===== src/rtl/ram_port_arbiter.sv =====
// Two-port round-robin arbiter in front of a single-port block RAM, with bus-lock.
// Define RAM_ARB_RR_EN for round-robin priority; otherwise port 0 wins ties.
module ram_port_arbiter #(
    parameter int AW = 5,
    parameter int DW = 8
) (
    input  logic          clk,
    input  logic          rst,
    input  logic          req0,
    input  logic          req1,
    input  logic          we0,
    input  logic          we1,
    input  logic          lock0,
    input  logic          lock1,
    input  logic [AW-1:0] addr0,
    input  logic [AW-1:0] addr1,
    input  logic [DW-1:0] wdata0,
    input  logic [DW-1:0] wdata1,
    output logic          gnt0,
    output logic          gnt1,
    output logic          rvalid0,
    output logic          rvalid1,
    output logic [DW-1:0] rdata,
    output logic          ram_en,
    output logic          ram_we,
    output logic [AW-1:0] ram_addr,
    output logic [DW-1:0] ram_wr_data,
    input  logic [DW-1:0] ram_rd_data
);

    typedef enum logic [1:0] {
        IDLE,
        LOCK0,
        LOCK1
    } state_t;

    state_t state_q, state_d;
    logic   xfer0, xfer1;
    logic   rd_pend_q, rd_tag_q;
    logic   rv_q, rv_tag_q;

`ifdef RAM_ARB_RR_EN
    logic prio_q, prio_d;
`endif

    always_comb begin
        gnt0    = 1'b0;
        gnt1    = 1'b0;
        state_d = state_q;
`ifdef RAM_ARB_RR_EN
        prio_d  = prio_q;
`endif
        if (!rst) begin
            unique case (state_q)
                IDLE: begin
                    if (req0 && req1) begin
`ifdef RAM_ARB_RR_EN
                        gnt0 = !prio_q;
                        gnt1 = prio_q;
`else
                        gnt0 = 1'b1;
`endif
                    end else begin
                        gnt0 = req0;
                        gnt1 = req1;
                    end
                end
                LOCK0:   gnt0 = req0;
                LOCK1:   gnt1 = req1;
                default: ;
            endcase
        end
        xfer0 = req0 && gnt0;
        xfer1 = req1 && gnt1;

        // A lock owner dropping its request releases the bus without a transfer
        unique case (state_q)
            IDLE: begin
                if (xfer0 && lock0)
                    state_d = LOCK0;
                else if (xfer1 && lock1)
                    state_d = LOCK1;
            end
            LOCK0: begin
                if (!req0 || !lock0)
                    state_d = IDLE;
            end
            LOCK1: begin
                if (!req1 || !lock1)
                    state_d = IDLE;
            end
            default: state_d = IDLE;
        endcase

`ifdef RAM_ARB_RR_EN
        if (xfer0)
            prio_d = 1'b1;
        else if (xfer1)
            prio_d = 1'b0;
        else if (state_q == LOCK0 && !req0)
            prio_d = 1'b1;
        else if (state_q == LOCK1 && !req1)
            prio_d = 1'b0;
`endif
    end

    always_ff @(posedge clk) begin
        if (rst) begin
            state_q     <= IDLE;
`ifdef RAM_ARB_RR_EN
            prio_q      <= 1'b0;
`endif
            ram_en      <= 1'b0;
            ram_we      <= 1'b0;
            ram_addr    <= '0;
            ram_wr_data <= '0;
            rd_pend_q   <= 1'b0;
            rd_tag_q    <= 1'b0;
            rv_q        <= 1'b0;
            rv_tag_q    <= 1'b0;
        end else begin
            state_q <= state_d;
`ifdef RAM_ARB_RR_EN
            prio_q  <= prio_d;
`endif
            if (xfer0 || xfer1) begin
                ram_en      <= 1'b1;
                ram_we      <= xfer1 ? we1 : we0;
                ram_addr    <= xfer1 ? addr1 : addr0;
                ram_wr_data <= xfer1 ? wdata1 : wdata0;
            end else begin
                ram_en <= 1'b0;
                ram_we <= 1'b0;
            end
            rd_pend_q <= (xfer0 && !we0) || (xfer1 && !we1);
            rd_tag_q  <= xfer1;
            rv_q      <= rd_pend_q;
            rv_tag_q  <= rd_tag_q;
        end
    end

    assign rvalid0 = rv_q && !rv_tag_q;
    assign rvalid1 = rv_q && rv_tag_q;
    assign rdata   = ram_rd_data;

endmodule


===== config.mk =====
export PLATFORM = sky130hd
export DESIGN_NAME = ram_port_arbiter
export DESIGN_NICKNAME = d
export VERILOG_FILES = /design/src/rtl/ram_port_arbiter.sv
export SDC_FILE = /design/constraint.sdc
export NUM_CORES = 1
export LEC_CHECK = 0
export BUFFER_PORTS_ARGS = -buffer_cell sky130_fd_sc_hd__buf_2
export CORE_AREA = 8 8 56 58
export DETAILED_ROUTE_END_ITERATION = 10
export DIE_AREA = 0 0 64 66
export GPL_TIMING_DRIVEN = 1
export PLACE_DENSITY = 0.83
export SETUP_SLACK_MARGIN = 0.3
export SYNTH_ARGS = -nofsm -noshare
export SYNTH_HDL_FRONTEND = slang
export SYNTH_SLANG_ARGS = --single-unit

===== constraint.sdc =====
create_clock -name clk -period 2.27 [get_ports clk]
set_clock_uncertainty 0.2 [all_clocks]
set_input_delay 0.1135 -clock clk [delete_from_list [all_inputs] [get_ports clk]]
set_output_delay 0.1135 -clock clk [all_outputs]
set_load 0.005 [all_outputs]

# Word-level counts from Yosys, hierarchy flattened
# Index checks and enable logic that the tools add are counted.
# word_totals
reg_bits	21
output_inout_bits	27
# op_classes
n_mux	15
n_reduce_logical	23
eq_ne	5
bitwise	1
# op_table
op	n
logical AND 1 bit	9
two-way mux 2 bit	4
two-way mux 8 bit	1
zero test 1 bit	7
two-way mux 1 bit	6
case mux 2 bit (3 select lines)	1
two-way mux 5 bit	1
logical OR 1 bit	4
inequality test 2 bit, second input constant	2
case mux 1 bit (2 select lines)	2
inequality test 3 bit, second input constant	1
AND reduction 3 bit	1
equality test 2 x 1 -> 1 bit, second input constant	1
equality test 2 bit, second input constant	1
zero test 2 bit	1
OR reduction 2 bit	1
NOT 1 bit	1

# Logic depth before layout (Yosys ltp)
# Gate-level depths: netlist of run 1.
# depth
word_depth	9
depth_mapped	5
ltp_nobuf	3

# Worst setup path after synthesis of run 1
# Ideal clock, no wire load.
# synth_path
path_type	flip-flop to flip-flop
startpoint	reg state_q[0]
endpoint	reg rd_pend_q
slack_ns	0.835
path_buffers	1
t_required_ns	1.983
arrival_time_ns	1.148
stages_incl_launch_ff	5
path_cell_list	dfxtp_1 -> or3b_1 -> buf_2 -> or3_1 -> o31ai_1
# synth_between
elab_chain_len	6
word_cells_on_any_way	12
cone_classes	eq/ne: 2; mux: 4; reduce/logical: 6
# synth_rtl
item	line_no	text
start, declared	37	state_t state_q, state_d;
start signal, assigned	122	state_q <= state_d;
equality test 2 x 1 -> 1 bit, or another cell as far along	54	unique case (state_q)
case mux 1 bit (2 select lines)	54	
two-way mux 1 bit	53	if (!rst) begin
logical AND 1 bit (on tied branches)	73, 74	
logical AND 1 bit	135	rd_pend_q <= (xfer0 && !we0) || (xfer1 && !we1);
logical OR 1 bit (*)	135	
end signal, assigned	135	
end, declared	39	logic rd_pend_q, rd_tag_q;
# Every way passes the cells marked *; elsewhere a longest branch is shown, timed or not.
# A chain may end at the register's enable or synchronous reset.

# Final worst setup path of run 1
# layout_path
startpoint	reg state_q[0]
endpoint	out gnt1
# layout_between
elab_chain_len	3
word_cells_on_any_way	4
cone_classes	eq/ne: 1; mux: 2; reduce/logical: 1
# layout_rtl
item	line_no	text
equality test 2 bit / zero test 2 bit (equally long branches)	54	
case mux 1 bit (2 select lines) (*)	54	
two-way mux 1 bit (*)	53	
end, declared	20	output logic gnt1,
# Marked as above.

==> results of run 1 <==
## where the power goes
part           switching, mW  leakage (nW)  internal [mW]  total (mW)
sequential            0.0111         0.174          0.394       0.405
clock                  0.103        0.0150         0.0683       0.171
combinational         0.0745         0.496         0.0966       0.171
total                  0.189         0.685          0.559       0.748
## final cells by class
cell class / count / area (um2)
fill: 182 / 874.6
timing repair buffer: 85 / 583.1
sequential: 21 / 420.4
multi-input combinational: 71 / 377.9
tap: 30 / 37.54
clock buffer: 4 / 26.28
## critical path: cells and delay by family (launching register included)
kind / cells / cell delay, ns
buf+inv: 1 / 0.13
simple gates: 2 / 0.77
flops: 1 / 0.33
## cell families (layout without fill, tap and decap cells)
kind of cell | count (synthesis) | after routing | synth area share (%)
AND/OR/NAND/NOR | 42 | 42 | 21.88
buffers and inverters | 17 | 89 | 11.63
AO/OA/AOI/OAI | 29 | 29 | 19.94
flip-flops | 21 | 21 | 46.54
## worst paths after layout
| check | endpoint | slack, ns |
|---|---|---|
| setup / recovery | gnt1 | 0.43 |
| hold reg to reg | rv_tag_q$_SDFF_PP0_ | 0.26 |
| hold / removal | rv_tag_q$_SDFF_PP0_ | 0.004 |
| setup reg to reg | rd_pend_q$_SDFF_PP0_ | 0.57 |
## repair_timing
| item | in CTS | in global routing |
|---|---|---|
| hold endpoints to repair | 17 | 0 |
| hold buffers | 30 | 0 |
| gates resized for setup | 0 | 0 |
| endpoints found under the setup margin | 0 | 0 |
## cells in the final DEF, fill, tap and decap left out, drive strengths merged
cell type / Yosys / final
a211oi: 13 / 13
a21oi: 13 / 13
and2: 2 / 2
and3: 1 / 1
buf: 14 / 55
clkbuf: 3 / 4
dfxtp: 21 / 21
dlygate4sd3: 0 / 30
nand2: 13 / 13
nand2b: 2 / 2
nand3: 1 / 1
nor2: 16 / 16
nor2b: 4 / 4
nor3b: 1 / 1
o21ai: 2 / 2
o31ai: 1 / 1
or3: 1 / 1
or3b: 1 / 1
## state kept, by name (all words and copies together) (netlist names)
| signal | flops |
|---|---|
| ram_wr_data | 8 |
| ram_addr | 5 |
| state_q | 2 |
| ram_en | 1 |
| ram_we | 1 |
| rd_pend_q | 1 |
| rd_tag_q | 1 |
| rv_q | 1 |
| rv_tag_q | 1 |
## per-stage QoR
| step | cells | hold slack, ns | worst slack [ns] | util (%) | power (mW) |
|---|---|---|---|---|---|
| 2_1_floorplan | 109 | 0.01696 | 0.8349 | - | 0.4889 |
| 3_3_place_gp | 177 | 0.02703 | 0.5788 | 48.22 | 0.5380 |
| 3_5_place_dp | 177 | 0.02703 | 0.5373 | 48.22 | 0.5439 |
| 4_1_cts | 211 | 0.008720 | 0.4265 | 62.30 | 0.7499 |
| 5_1_grt | 211 | 0.01842 | 0.3142 | 62.30 | 0.7936 |
| 6_report | 211 | 0.003963 | 0.4330 | 62.30 | 0.7479 |
## layer usage
metal,vias up,track usage [%]
li1,507,-
met1,463,15.13
met2,48,23.21
met3,6,6.780
met4,0,3.343
met5,-,0
==> flow_summary.json, run 1 <==
{
  "route.detailed.drc": 0,
  "dieArea_um2": 4224,
  "worstMarginPinSlew_ns": 0.7042,
  "irDropWorstVdd_mv": 0.2809,
  "setup_viol": 0,
  "post_synth_main_area_contributors": "sky130_fd_sc_hd__dfxtp_1 (47%), sky130_fd_sc_hd__a211oi_1 (11%), sky130_fd_sc_hd__buf_4 (8.3%), sky130_fd_sc_hd__a21oi_1 (7.2%), sky130_fd_sc_hd__nor2_1 (6.6%)",
  "period_minus_slack_ns": 1.837,
  "critical_path_class": "flop to output port",
  "detailedRoute.firstIterationViolations": 57,
  "gp_congestion": 0.7812,
  "grt_start_max_net_pins": 22,
  "setup_repair_after_global_routing_missed_its_margin": "no",
  "report.final.slew_viol_count": 0,
  "design.portCount": 69,
  "detail_route.wl_per_cell_um": 14.05,
  "synthesis.instances": 109,
  "ys.flop_type": "sky130_fd_sc_hd__dfxtp_1",
  "critical_path_peak_fanout": 17,
  "timing.critical_path.slowest_cell_delay_ns": 0.61,
  "critPathArrivalTime_ns": 1.52,
  "clock_latency_ns": 0.29,
  "cell_types_with_the_highest_counts_after_synthesis": "sky130_fd_sc_hd__dfxtp_1 (21), sky130_fd_sc_hd__nor2_1 (16), sky130_fd_sc_hd__a211oi_1 (13), sky130_fd_sc_hd__a21oi_1 (13), sky130_fd_sc_hd__nand2_1 (13)",
  "post_dp_cell_area_um2": 1119,
  "fin_crit_sh_pct": 80.93,
  "clk_pin_slew_ns": 0.11,
  "worst_setup_path_startpoint": "state_q[0]$_SDFFE_PP0P_",
  "portBuffers": 52,
  "met3_length_um": 313,
  "clk_root_buffer_cell": "sky130_fd_sc_hd__clkbuf_4",
  "die_h_um": 66,
  "starting_utilization_of_the_core_area_pct": 38.94,
  "globalRouteOverflowTotal": 0,
  "hpwl_um": 2090,
  "status": "finished clean",
  "synth-seq-cells": 21,
  "die_w_um": 64,
  "synth.avg_cell_area_um2": 8.288,
  "wl_met2_um": 1408,
  "cts.sink_count": 21,
  "stdcell_area_um2": 1445,
  "maximum_clock_frequency_ghz": 0.5444,
  "flow.area_growth_from_synthesis_pct": 59.97,
  "nNetsFinal": 224,
  "number_of_warnings_reported_in_the_yosys_synthesis_log": 0,
  "cp_capture_type": "output port",
  "dr.pass1.iters": 4,
  "detail_route.vias_per_cell": 4.853,
  "share_of_yosys_cell_area_claimed_by_the_top_area_cell_type_pct": 46.54,
  "grt_first_pass_wirelength_um": 4802,
  "grt_usage_pct": 13.75,
  "antenna_found_initial": 0,
  "vias": 1024,
  "maximum_level_of_the_cts_h_tree": 1,
  "placeableCoreArea_um2": 2320,
  "syn_area_um2": 903.4,
  "most_common_cell_in_the_synthesized_netlist": "sky130_fd_sc_hd__dfxtp_1",
  "critPathSlowestCell": "sky130_fd_sc_hd__or3b_1",
  "proportion_of_synthesized_chip_area_in_sequential_cells_pct": 46.54,
  "reg2reg_depth": 3,
  "post_synth_edffs": 0,
  "post-synth-top-area-cell": "sky130_fd_sc_hd__dfxtp_1",
  "synthArstFlopShare_pct": 0,
  "power.leakage_nw": 0.6846,
  "std_cell_rows": 18,
  "tritoncts.num_buffers": 3,
  "ctsLongestPathBuffers": 2,
  "pwr_density_cell_nw_per_um2": 517.5,
  "wl_met1_um": 1202,
  "number_of_global_route_vias_before_repair": 1039,
  "setup_total_negative_slack_ns": 0,
  "layout-drive-gt1-share_pct": 32.60,
  "syn-num-nets": 151,
  "detail_route.wirelength_um": 2964,
  "clock_tree_from_tritoncts": "yes",
  "top_layer_used": "met4",
  "timing_hold_violations_final": 0,
  "cap_viol_max_count": 0,
  "post_cts_setup_driven_buffer_insertion_count": 0,
  "worst_slew_margin_rel_pct": 53.06,
  "min-delay-start": "rst",
  "hold_class": "input port to flop",
  "path_cells": "or3b_1 -> nor2_1 -> buf_2",
  "worstReg2RegStart": "state_q[0]$_SDFFE_PP0P_",
  "postRouteAntennaNets": 0,
  "required_ns": 1.96,
  "timing.critical_path.from_type": "flop",
  "hold-path-cell-count": 2,
  "synth.lib_cells_used.distinct": 19,
  "antenna-diode-count": 0
}
No activity file was read; power rests on OpenSTA's default activity.
==> run 2, diff against run 1 <==
ABC_AREA = 1   (was unset)
CORE_AREA = 8 8 61 63   (was 8 8 56 58)
DIE_AREA = 0 0 69 71   (was 0 0 64 66)
PLACE_DENSITY = 0.77   (was 0.83)
clock period = 1.8 ns   (was 2.27 ns; I/O delays follow)
==> run 2 against run 1 <==
- hold slack better by 0.0016 ns
- largest power group unchanged
- worst setup slack worse by 0.12 ns
- via count rose by 17%
- largest cell class unchanged
==> flow_summary.json, run 2 <==
{
  "postLayoutCoreUtil_pct": 61.75,
  "critPathSlowestCell": "sky130_fd_sc_hd__dlygate4sd3_1",
  "globalRouteOverflowTotal": 0,
  "setup_repair_after_global_routing_missed_its_margin": "no",
  "share_of_yosys_cell_area_claimed_by_the_top_area_cell_type_pct": 39.12,
  "largest-register": "ram_wr_data",
  "die_h_um": 71,
  "detail_route.wirelength_um": 3309,
  "synth.lib_cells_used.distinct": 17,
  "hpwl_um": 2051,
  "reg.largest.list": "ram_wr_data (8), ram_addr (5), state_q (2)",
  "overall_power_mw": 1.008,
  "timing.critical_path.from_type": "input port",
  "maximum_clock_frequency_ghz": 0.6736,
  "register_area_um2": 420.4,
  "number_of_warnings_reported_in_the_yosys_synthesis_log": 0,
  "met3_usage_pct": 4.336,
  "ys.flop_type": "sky130_fd_sc_hd__dfxtp_1",
  "detailedRoute.firstIterationViolations": 39,
  "hold-path-cell-count": 4,
  "path_cells": "buf_2 -> dlygate4sd3_1 -> a21oi_4 -> buf_12 -> nor2_1 -> nor2_1 -> nor2_1",
  "cap_viol_max_count": 0,
  "post_synth_edffs": 0,
  "flow.area_growth_from_synthesis_pct": 63.91,
  "report.final.slew_viol_count": 0,
  "groute.layer.met1.usage_pct": 12.65,
  "power.leakage_nw": 0.9331,
  "timing.critical_path.slowest_cell_delay_ns": 0.71,
  "commonest_non_fill_non_tap_cells_in_the_layout": "sky130_fd_sc_hd__buf_2 (52), sky130_fd_sc_hd__nor2_1 (44), sky130_fd_sc_hd__dlygate4sd3_1 (41), sky130_fd_sc_hd__nand2_1 (30), sky130_fd_sc_hd__inv_1 (25)",
  "cp_capture_type": "flop",
  "detail_route.vias_per_cell": 4.320,
  "clk_pin_slew_ns": 0.13,
  "synth.avg_cell_area_um2": 6.846,
  "number_of_global_route_vias_before_repair": 1171,
  "syn_area_um2": 1075,
  "antenna-diode-count": 0,
  "layout.cells.most_common": "sky130_fd_sc_hd__buf_2",
  "cpMostUsedCell": "sky130_fd_sc_hd__nor2_1",
  "grt_first_pass_wirelength_um": 5175,
  "synthesis.instances": 157,
  "maximum_level_of_the_cts_h_tree": 1,
  "critPathArrivalTime_ns": 1.49,
  "dieArea_um2": 4899,
  "required_ns": 1.80,
  "clock_tree_from_tritoncts": "yes",
  "grt_start_max_net_pins": 17,
  "status": "finished clean",
  "design.portCount": 69,
  "n_fill_cell": 246,
  "antenna_found_initial": 0,
  "hold_class": "input port to flop",
  "critical_path_peak_fanout": 14,
  "period_minus_slack_ns": 1.485,
  "critical_path_class": "input port to flop",
  "die_w_um": 69,
  "fin_worst_hold_slack_ns": 0.005594,
  "pwr_density_cell_nw_per_um2": 572.4,
  "grt.met2_usage_pct": 22.54,
  "cell_types_with_the_highest_counts_after_synthesis": "sky130_fd_sc_hd__nor2_1 (44), sky130_fd_sc_hd__nand2_1 (30), sky130_fd_sc_hd__inv_1 (25), sky130_fd_sc_hd__dfxtp_1 (21), sky130_fd_sc_hd__nand4_1 (13)",
  "largest_reg_flops": 8,
  "tritoncts.num_buffers": 3,
  "std_cell_rows": 20,
  "starting_utilization_of_the_core_area_pct": 37.68,
  "portBuffers": 52,
  "count_of_non_filler_cells_in_the_finished_layout": 278,
  "detail_route.wl_per_cell_um": 11.90,
  "worstMarginPinSlew_ns": 0.4070,
  "postRouteAntennaNets": 0,
  "setup_viol": 0,
  "proportion_of_synthesized_chip_area_in_sequential_cells_pct": 39.12,
  "most_common_cell_in_the_synthesized_netlist": "sky130_fd_sc_hd__nor2_1",
  "route.detailed.drc": 0,
  "nNetsFinal": 288,
  "vias": 1201,
  "dr.pass1.iters": 5,
  "fin_crit_sh_pct": 82.47,
  "clk_root_buffer_cell": "sky130_fd_sc_hd__clkbuf_4",
  "post-synth-top-area-cell": "sky130_fd_sc_hd__dfxtp_1",
  "synth-seq-cells": 21,
  "irDropWorstVdd_mv": 0.3613,
  "synthArstFlopShare_pct": 0,
  "syn-num-nets": 199,
  "post-place-cells": 229,
  "globalRoute.busiestLayer": "met2",
  "post_synth_main_area_contributors": "sky130_fd_sc_hd__dfxtp_1 (39%), sky130_fd_sc_hd__nor2_1 (15%), sky130_fd_sc_hd__nand2_1 (10%), sky130_fd_sc_hd__inv_1 (8.7%), sky130_fd_sc_hd__nand4_1 (7.6%)",
  "reg2reg_depth": 8,
  "cts.sink_count": 21,
  "timing_hold_violations_final": 0,
  "gp_congestion": 0.7443,
  "worst_slew_margin_rel_pct": 72.78,
  "grt_usage_pct": 12.47,
  "clock_latency_ns": 0.31,
  "setup_total_negative_slack_ns": 0,
  "layout-drive-gt1-share_pct": 28.16,
  "placeableCoreArea_um2": 2853,
  "ctsLongestPathBuffers": 2,
  "area_of_the_multi_input_gates_um2": 442.9
}
-- run 2: cell types whose count changed in the layout (fill, tap and decap cells not counted), moves of 2 or more --
cell	change
sky130_fd_sc_hd__a21oi_1	-13
sky130_fd_sc_hd__a211oi_1	-13
sky130_fd_sc_hd__nor2_1	+28
sky130_fd_sc_hd__and2_1	-2
sky130_fd_sc_hd__buf_4	+2
sky130_fd_sc_hd__nand2_1	+17
sky130_fd_sc_hd__dlygate4sd3_1	+11
sky130_fd_sc_hd__inv_2	+2
sky130_fd_sc_hd__nand4_1	+13
sky130_fd_sc_hd__nor2b_1	-4
sky130_fd_sc_hd__nand2b_1	-2
sky130_fd_sc_hd__inv_1	+25
-- run 2: logic make-up after synthesis --
family	count (synthesis)	share of synthesized area, %
and+or+nand+nor	91	37.37
buffers and inverters	42	20.95
DFF	21	39.11
AOI/OAI and AO/OA	3	2.561
-- run 2: metrics by stage --
stage | worst slack [ns] | instance area, um2
2_1_floorplan | 0.5839 | 1075
3_3_place_gp | 0.4212 | 1267
3_5_place_dp | 0.4011 | 1267
4_1_cts | 0.2626 | 1725
5_1_grt | 0.2693 | 1762
6_report | 0.3155 | 1762
-- run 2: cell type report --
type | instances | area share [%]
Timing Repair Buffer | 99 | 41.34
Tap cell | 33 | 2.344
Inverter | 27 | 5.753
Clock buffer | 3 | 1.278
Sequential cell | 21 | 23.86
Clock inverter | 1 | 0.2841
Multi-Input combinational cell | 94 | 25.14
-- run 2: layer usage --
layer	vias up	wire, um
met3	5	267
met2	49	1657
met4	0	53
li1	639	-
met5	-	0
met1	508	1331
-- run 2: critical path: cells and delay by family --
| family | cells | cell delay [ns] |
|---|---|---|
| and+or+nand+nor | 3 | 0.21 |
| buffers and inverters | 3 | 0.98 |
| AOI/OAI and AO/OA | 1 | 0.20 |
-- run 2: what timing repair did --
| item | 4_1_cts | 5_1_grt |
|---|---|---|
| pin swaps | 1 | 0 |
| hold buffers | 41 | 0 |
| hold endpoints to repair | 29 | 0 |
| setup endpoints to repair | 2 | 14 |
| gates resized for setup | 1 | 1 |
| buffers inserted | 2 | 2 |
-- run 2: power by group --
part           internal, mW  total (mW)  switching (mW)
clock                0.0832       0.237           0.154
combinational         0.149       0.268           0.120
sequential            0.492       0.503          0.0112
total                 0.724        1.01           0.285
-- run 2: final timing paths --
check,slack (ns),startpoint,end
setup / recovery,0.32,rst,ram_addr[1]$_SDFFE_PP0P_
hold / removal,0.006,rst,rd_tag_q$_SDFF_PP0_
setup reg to reg,0.43,state_q[1]$_SDFFE_PP0P_,ram_addr[1]$_SDFFE_PP0P_
hold reg to reg,0.22,rd_pend_q$_SDFF_PP0_,rv_q$_SDFF_PP0_
